**src/rtl/matvec_load_ctrl.sv**
```systemverilog
// Loader/sequencer for the matrix-vector multiplier: fetches A (row-major) then B over
// Avalon-MM single reads, hands the operands to the multiplier and captures its sum.
module matvec_load_ctrl #(
  parameter int DATA_WIDTH = 8,
  parameter int DEPTH      = 8,
  parameter int ADDR_WIDTH = 32,
  parameter int TIMEOUT    = 1024
) (
  input  logic                  clk,
  input  logic                  rst_n,
  input  logic                  start,
  input  logic [ADDR_WIDTH-1:0] base_addr,
  output logic [ADDR_WIDTH-1:0] avm_address,
  output logic                  avm_read,
  input  logic                  avm_waitrequest,
  input  logic [31:0]           avm_readdata,
  input  logic                  avm_readdatavalid,
  output logic [DATA_WIDTH-1:0] a_matrix [0:DEPTH-1][0:DEPTH-1],
  output logic [DATA_WIDTH-1:0] b_vector [0:DEPTH-1],
  output logic                  mult_valid,
  input  logic                  done,
  input  logic [23:0]           sum,
  output logic                  busy,
  output logic [23:0]           result,
  output logic                  result_valid,
  output logic                  error
);

  // state     | meaning
  // S_IDLE    | waiting for start
  // S_REQ     | read request on the bus, held while waitrequest
  // S_WAIT_RD | one read outstanding, waiting for readdatavalid
  // S_MULT    | all operands loaded, raise mult_valid
  // S_WAIT_DONE | multiplier running, waiting for done
  localparam logic [2:0] S_IDLE      = 3'd0;
  localparam logic [2:0] S_REQ       = 3'd1;
  localparam logic [2:0] S_WAIT_RD   = 3'd2;
  localparam logic [2:0] S_MULT      = 3'd3;
  localparam logic [2:0] S_WAIT_DONE = 3'd4;

  localparam int N_ELEM = DEPTH * DEPTH + DEPTH;
  localparam int IDX_W  = $clog2(N_ELEM);
  localparam int TMR_W  = $clog2(TIMEOUT + 1);
  localparam logic [IDX_W-1:0] IDX_LAST = IDX_W'(N_ELEM - 1);
  localparam logic [TMR_W-1:0] TMR_LOAD = TMR_W'(TIMEOUT - 1);

  logic [2:0]            state;
  logic [IDX_W-1:0]      idx;
  logic [ADDR_WIDTH-1:0] base_q;
  logic [TMR_W-1:0]      tmr;
  logic                  wr_en;
  logic                  rdata_unused;

  // Request and address decode straight from state so a reset drops them at once.
  assign avm_read     = (state == S_REQ);
  assign avm_address  = avm_read ? base_q + ADDR_WIDTH'(idx) : '0;
  assign busy         = (state != S_IDLE);
  assign wr_en        = (state == S_WAIT_RD) && avm_readdatavalid;
  assign rdata_unused = ^avm_readdata[31:DATA_WIDTH];

  always_ff @(posedge clk or negedge rst_n) begin
    if (!rst_n) begin
      state        <= S_IDLE;
      idx          <= '0;
      base_q       <= '0;
      tmr          <= '0;
      mult_valid   <= 1'b0;
      result       <= '0;
      result_valid <= 1'b0;
      error        <= 1'b0;
    end else begin
      result_valid <= 1'b0;
      case (state)
        S_IDLE: begin
          if (start) begin
            base_q <= base_addr;
            idx    <= '0;
            error  <= 1'b0;
            state  <= S_REQ;
          end
        end
        S_REQ: begin
          if (!avm_waitrequest) begin
            tmr   <= TMR_LOAD;
            state <= S_WAIT_RD;
          end
        end
        S_WAIT_RD: begin
          if (avm_readdatavalid) begin
            if (idx == IDX_LAST) begin
              state <= S_MULT;
            end else begin
              idx   <= idx + 1'b1;
              state <= S_REQ;
            end
          end else if (tmr == '0) begin
            error <= 1'b1;
            state <= S_IDLE;
          end else begin
            tmr <= tmr - 1'b1;
          end
        end
        S_MULT: begin
          mult_valid <= 1'b1;
          tmr        <= TMR_LOAD;
          state      <= S_WAIT_DONE;
        end
        S_WAIT_DONE: begin
          // done is checked first so it wins over a coincident timeout
          if (done) begin
            result       <= sum;
            result_valid <= 1'b1;
            mult_valid   <= 1'b0;
            state        <= S_IDLE;
          end else if (tmr == '0) begin
            error      <= 1'b1;
            mult_valid <= 1'b0;
            state      <= S_IDLE;
          end else begin
            tmr <= tmr - 1'b1;
          end
        end
        default: state <= S_IDLE;
      endcase
    end
  end

  always_ff @(posedge clk or negedge rst_n) begin
    if (!rst_n) begin
      for (int r = 0; r < DEPTH; r++) begin
        for (int c = 0; c < DEPTH; c++) a_matrix[r][c] <= '0;
        b_vector[r] <= '0;
      end
    end else if (wr_en) begin
      for (int r = 0; r < DEPTH; r++) begin
        for (int c = 0; c < DEPTH; c++) begin
          if (idx == IDX_W'(r * DEPTH + c)) a_matrix[r][c] <= avm_readdata[DATA_WIDTH-1:0];
        end
        if (idx == IDX_W'(DEPTH * DEPTH + r)) b_vector[r] <= avm_readdata[DATA_WIDTH-1:0];
      end
    end
  end

endmodule
```
**config.mk**
```make
export PLATFORM = sky130hd
export DESIGN_NAME = matvec_load_ctrl
export DESIGN_NICKNAME = d
export VERILOG_FILES = /design/src/rtl/matvec_load_ctrl.sv
export SDC_FILE = /design/constraint.sdc
export NUM_CORES = 1
export LEC_CHECK = 0
export ABC_AREA = 1
export CORE_MARGIN = 2
export CORE_UTILIZATION = 32
export DETAILED_ROUTE_END_ITERATION = 12
export GPL_TIMING_DRIVEN = 0
export PLACE_DENSITY = 0.55
export SYNTH_ARGS = -nofsm -noshare
export SYNTH_HDL_FRONTEND = slang
export SYNTH_SLANG_ARGS = --single-unit
```
**constraint.sdc**
```tcl
create_clock -name clk -period 2.4 [get_ports clk]
set_input_delay 0.6 -clock clk [delete_from_list [all_inputs] [get_ports clk]]
set_output_delay 0.6 -clock clk [all_outputs]
set_load 0.05 [all_outputs]
```
==> reports/metrics.csv, run 1 <==
stage;metric;value;unit
clock_network;numCtsBuffers;75;
die;rows;103;
pwr;total_power;0.03296;W
sta;worst_pin_slew;0.9412;ns
detailed_routing;first_pass_iters;5;
logic_synthesis;synth-edff-count;0;
pwr;swShare;33.94;%
die;dieArea;81920;sq um
worst_setup_path;cpPeakStageDelay;0.42;ns
pwr;power_frac_seq;37.9;%
clock_network;cts-htree-levels;3;
logic_synthesis;synth_area_leader_cell;dfrtp_1;
logic_synthesis;synth_area;25490;sq um
placed_design;post-place-ws;-1.002;ns
placed_design;dpl.hpwl;79590;um
sta;relSlewSlack;37.25;%
clock_network;clk_latency;0.64;ns
pwr;p_per_area;865.6;nW/um^2
placed_design;gp_congestion;0.9018;
run;drv_cap;0;
worst_setup_path;path_delay_family;simple AND/OR/NAND/NOR gates;
global_routing;antenna_found_initial;3;
sta;final_hold_viol_count;0;
clock_network;cts_tree;done;
logic_synthesis;avgSynthCellArea;9.373;sq um
sta;setup_viol;32;
sta;slew_violations;0;
logic_synthesis;yosysMostFrequentCell;nand2_1;
sta;whs;0.4730;ns
logic_synthesis;ys.flop_type;dfrtp_1;
worst_setup_path;arrival;2.46;ns
pwr;power_leakage;19.87;nW
worst_setup_path;cp.buffers_inverters;2;
sta;setup-tns-final;-17.27;ns
detailed_routing;wl_per_cell;23.46;um
detailed_routing;wirelength;110400;um
pwr;clkPwrFrac;37.9;%
detailed_routing;drc_errors;0;
sta;fin_skew;0.05081;ns
clock_network;cts_sinks;656;
logic_synthesis;yosysUniqueCellTypes;32;
global_routing;grt_pass1_vias;22560;
logic_synthesis;synthCells;2719;
clock_network;ctsLongestPathBuffers;3;
sta;finalCritPeriodShare;127.4;%
sta;rsz0062_at_grt;yes;
sta;fin_crit;3.058;ns
layout;drive_gt1_share;14.39;%
run_status;violations;setup timing;
global_routing;grt_util_all_layers;26.52;%
logic_synthesis;ys_seq_area_share;64.41;%
pwr;p_int;0.02178;W
run_status;outcome;finished with violations;
worst_setup_path;crit_path_start;base_q[5];
global_routing;grt_pass1_wl;159600;um
die;core;78870;sq um
sta;fmax;327.0;MHz
logic_synthesis;yosysWarnings;0;
clock_network;root_buffer;clkbuf_16;
worst_setup_path;startpoint_type;flop;
placed_design;port_buffers;706;
logic_synthesis;synth_area_leaders;dfrtp_1, nand2_1, o21ai_0;
worst_setup_path;crit_type;flop to output pin;
die;die_h;286.2;um
worst_setup_path;slowest_stage;dfrtp_1;
layout;n_fill_cell;7635;
detailed_routing;ant_nets;0;
worst_hold_path;holdCritStartpoint;a_matrix[442];
detailed_routing;via_per_inst;4.823;
die;die_w;286.2;um
logic_synthesis;async_reset_ff_share;100.0;%
layout;layout.nets;3704;
pwr;power_frac_comb;24.1;%
global_routing;overflow;0;
clock_network;path_clk_slew;0.05;ns
pwr;p_sw;0.01119;W
logic_synthesis;ys_ff_latch;656;
die;ios;731;
worst_setup_path;path_cells;ha_4 > nand2_8 > nor2_4 > nand3_4 > nand2_4 > buf_12 > nand2_8 > xor2_4 > nor2_4 > buf_6;
worst_hold_path;hp-class;flop to flop;
logic_synthesis;synthTopCellsByCount;nand2_1, dfrtp_1, o21ai_0;
sta;postLayoutSetupSlackWorst;-0.6577;ns
logic_synthesis;synth_fp_nets;2826;
worst_setup_path;cp-end-kind;output pin;
global_routing;grt_max_degree;113;
detailed_routing;routed-via-count;22700;
layout;syn2layout_area_growth;49.43;%
worst_setup_path;crit_fanout;5;
pwr;ir_drop;0.0004878;V
detailed_routing;drtIter0Drc;1695;
worst_setup_path;r2r-start;state[2];
logic_synthesis;synth_top_area_share;64.41;%
worst_setup_path;worstPathRequired;1.80;ns
die;start_util;32.31;%
-- path summary, 6_finish.rpt --
kind | endpoint | slack [ns] | depth (start not counted)
min reg2reg | a_matrix[442] | 0.47 | 2
min | a_matrix[442] | 0.47 | 2
max reg2reg | a_matrix[495] | 0.05 | 12
max in group asynchronous | a_matrix[72] | 0.33 | 5
max | avm_address[15] | -0.66 | 10
min in group asynchronous | a_matrix[458] | 0.52 | 2
-- area by class of cell --
class	count	area, sq um	share of cell area (%)
Sequential cell	656	16420	43.13
Inverter	99	386.6	1.015
Clock buffer	105	2170	5.697
Multi-Input combinational cell	1811	9071	23.82
Clock inverter	31	524.3	1.377
Timing Repair Buffer	811	7531	19.78
Tap cell	1050	1314	3.450
Antenna cell	1	2.502	0.006571
Buffer	143	659.4	1.731
-- power groups by stage --
stage | Sequential (W) | Clock (W) | Combinational (W)
6_report | 0.0125 | 0.0125 | 0.00795
5_1_grt | 0.0126 | 0.0132 | 0.00851
3_3_place_gp | 0.0127 | 0 | 0.00701
2_1_floorplan | 0.0137 | 0 | 0.00329
3_5_place_dp | 0.0126 | 0 | 0.00712
4_1_cts | 0.0125 | 0.0127 | 0.00759
-- cell families (layout without fill, tap and decap cells) --
logic type	Yosys count	in the layout	synth area share [%]
compound gates	632	632	12.43
xor+xnor	10	10	0.3436
fa+ha+maj	13	13	0.6677
buf+inv	253	1189	3.918
flops	656	656	64.41
other cells	0	1	0
simple gates	1155	1156	18.23
-- registers in the layout (all words and copies together), names as in the netlist --
| name | cells |
|---|---|
| base_q | 32 |
| tmr | 11 |
| result | 24 |
| a_matrix | 512 |
| idx | 7 |
| result_valid | 1 |
| error | 1 |
| mult_valid | 1 |
| state | 3 |
| b_vector | 64 |
-- routing by layer --
metal / vias up / global-route usage [%] / wire length [um]
met5: - / 0 / 10
met4: 2 / 8.953 / 4011
met3: 178 / 7.281 / 7940
met2: 693 / 43.66 / 52640
met1: 11220 / 33.70 / 45830
li1: 10610 / - / -
-- worst min-delay path, delay by kind of cell, from the launching register on --
family | cells | cell delay, ns
flops | 1 | 0.34
simple gates | 1 | 0.05
compound gates | 1 | 0.05
-- stage by stage --
step / util, % / instances / instance area (sq um)
3_5_place_dp: 43.47 / 4481 / 34290
2_1_floorplan: - / 2719 / 25740
5_1_grt: 48.29 / 4707 / 38080
6_report: 48.29 / 4707 / 38080
4_1_cts: 47.36 / 4667 / 37350
3_3_place_gp: 43.26 / 4475 / 34120
-- placed cells by master, fill, tap and decap left out, drive strengths merged --
cell type / count
xor2: 4
dlygate4sd3: 1
o21bai: 1
nand2: 944
a21oi: 10
nor2: 106
ha: 12
and2: 4
inv: 101
nand3b: 3
fa: 1
clkdlybuf4s50: 70
nand4: 32
and3: 1
clkinv: 15
diode: 1
clkinvlp: 4
dlymetal6s2s: 1
buf: 166
nor3: 8
bufinv: 10
or2: 4
xnor2: 6
clkbuf: 220
o21ai: 620
nand3: 54
clkdlybuf4s15: 1
a31oi: 1
dfrtp: 656
dlygate4sd2: 600
-- what timing repair did --
action,in CTS,in global routing
pin swaps,55,48
hold buffers,1,0
endpoints found under the setup margin,1096,316
gates resized for setup,999,123
gates cloned,1,1
setup buffers,50,47
endpoints found under the hold margin,53,0
No activity file was read; power rests on OpenSTA's default activity.
==> run 2, diff against run 1 <==
- CORE_MARGIN: 2 -> 5
==> run 2 against run 1 <==
The run still ends with setup timing left. Non-clock buffer count fell by 4. Routed wire length increased by 1.5%. Global-route usage shrank 1.0 points. Register-to-register slack gained 0.07 ns. Clock skew down 0.023 ns. Largest power group unchanged. Die area is 4.2% higher. Sequential power about the same. Largest cell class unchanged. Fmax fell by 0.53%. Critical endpoint is now avm_address[12]. Hold slack worse by 0.052 ns. Critical path depth up 1. Critical path type unchanged. Power down 2.1%. Cell count down 0.11%.
==> reports/metrics.csv, run 2 (same netlist as run 1, synthesis figures left out) <==
stage;metric;value;unit
layout;multiInputGateArea;9117;sq um
layout;layout.nets;3701;
die;core;79000;sq um
worst_setup_path;cp-end-kind;output pin;
sta;fin_crit;3.074;ns
pwr;total_power;0.03229;W
placed_design;gp_congestion;0.8808;
sta;whs;0.4212;ns
sta;fin_skew;0.02805;ns
global_routing;grt_pass1_wl;163000;um
clock_network;root_buffer;clkbuf_16;
layout;drive_gt1_share;13.94;%
worst_setup_path;reg2reg_setup_slack;0.12;ns
layout;finish.utilization;48.02;%
placed_design;dpl.hpwl;81790;um
global_routing;antenna_found_initial;6;
clock_network;clk_latency;0.63;ns
detailed_routing;via_per_inst;4.833;
global_routing;overflow;0;
detailed_routing;ant_nets;0;
detailed_routing;routed-via-count;22720;
die;die_w;292.2;um
worst_setup_path;startpoint_type;flop;
worst_setup_path;crit_path_start;idx[0];
detailed_routing;wl_met3;7985;um
clock_network;cts-htree-levels;3;
worst_setup_path;worstPathRequired;1.80;ns
die;die_h;292.2;um
pwr;ir_drop;0.0005259;V
worst_setup_path;crit_type;flop to output pin;
placed_design;port_buffers;706;
pwr;p_per_area;851.2;nW/um^2
detailed_routing;first_pass_iters;5;
global_routing;grt_util_all_layers;25.47;%
worst_setup_path;crit_fanout;6;
sta;relSlewSlack;32.75;%
clock_network;path_clk_slew;0.06;ns
clock_network;numCtsBuffers;76;
detailed_routing;drt-met1-wl;46100;um
run_status;outcome;finished with violations;
layout;top_regs;a_matrix: 512 flops, b_vector: 64 flops, base_q: 32 flops;
global_routing;grt_max_degree;118;
sta;rsz0062_at_grt;yes;
sta;slew_violations;0;
layout;mostFrequentLayoutCells;nand2_1, dfrtp_1, dlygate4sd2_1;
global_routing;grt_pass1_vias;22720;
detailed_routing;drtIter0Drc;1437;
pwr;power_leakage;19.82;nW
worst_setup_path;arrival;2.47;ns
die;start_util;32.26;%
run;drv_cap;0;
layout;mostFrequentLayoutCell;nand2_1;
layout;regArea;16430;sq um
layout;n_fill_cell;7759;
detailed_routing;wirelength;112100;um
clock_network;ctsLongestPathBuffers;3;
layout;final_area;37930;sq um
sta;fmax;325.3;MHz
detailed_routing;wl_per_cell;23.83;um
run_status;violations;setup timing;
sta;final_hold_viol_count;0;
clock_network;cts_sinks;656;
layout;largest_register;a_matrix;
sta;worst_pin_slew;1.009;ns
sta;postLayoutSetupSlackWorst;-0.6739;ns
worst_hold_path;hp-class;primary input to async pin;
placed_design;place_area;34310;sq um
detailed_routing;top_layer;met5;
die;ios;731;
layout;syn2layout_area_growth;48.84;%
layout;largest_reg_flops;512;
sta;setup_viol;32;
die;rows;103;
clock_network;cts_tree;done;
die;dieArea;85390;sq um
detailed_routing;drc_errors;0;
sta;finalCritPeriodShare;128.1;%
worst_setup_path;r2r-start;state[2];
detailed_routing;wl_met2;54080;um
-- run 2: per-layer routing --
metal  vias up  GRT usage [%]
li1      10590              -
met1     11260          32.60
met2       697          42.33
met3       167          7.066
met4         6          7.931
met5         -              0
-- run 2: through the flow --
stage,setup WS [ns],cells,TNS (ns)
2_1_floorplan,-0.09076,2719,-0.1544
3_3_place_gp,-30.62,4475,-
3_5_place_dp,-1.006,4482,-241.41
4_1_cts,-0.7312,4679,-18.16
5_1_grt,-0.7672,4702,-20.82
6_report,-0.6739,4702,-17.64
-- run 2: timing repair --
| action | in CTS | in global routing |
|---|---|---|
| cloned | 1 | 0 |
| pin swaps | 65 | 45 |
| setup buffers | 62 | 29 |
| resized for setup | 1004 | 102 |
| setup endpoints to repair | 1062 | 232 |
| hold endpoints to repair | 20 | 0 |
| hold buffers | 1 | 0 |
-- run 2: cell type report --
class	count	area share, %
sequential	656	43.30
multi-input combinational	1811	24.04
timing repair buffer	804	19.71
clock buffer	111	5.835
tap	1050	3.463
buffer	146	1.728
inverter	99	1.009
clock inverter	24	0.9071
antenna	1	0.006597
-- run 2: worst paths after layout --
path,end,depth (start not counted)
worst max register to register,a_matrix[149],12
max in group asynchronous,a_matrix[50],5
min in group clk,result[22],2
worst min-delay path,a_matrix[459],2
worst min register to register,result[22],2
worst max-delay path,avm_address[12],11
-- run 2: critical path: stages (launching register included) --
cell     delay [ns]
dfrtp_2        0.42
ha_4           0.17
inv_2          0.05
fa_2           0.25
nor2_4         0.06
or2_4          0.25
nand2_4        0.09
nand2_8        0.08
buf_12         0.14
xnor2_4        0.12
nor2_4         0.10
buf_8          0.15
-- run 2: report_power, final --
part	total (W)	switching [W]	internal (W)
Combinational	0.00790	0.00547	0.00243
Sequential	0.0125	0.000693	0.0118
Clock	0.0119	0.00489	0.00698
Total	0.0323	0.0111	0.0212
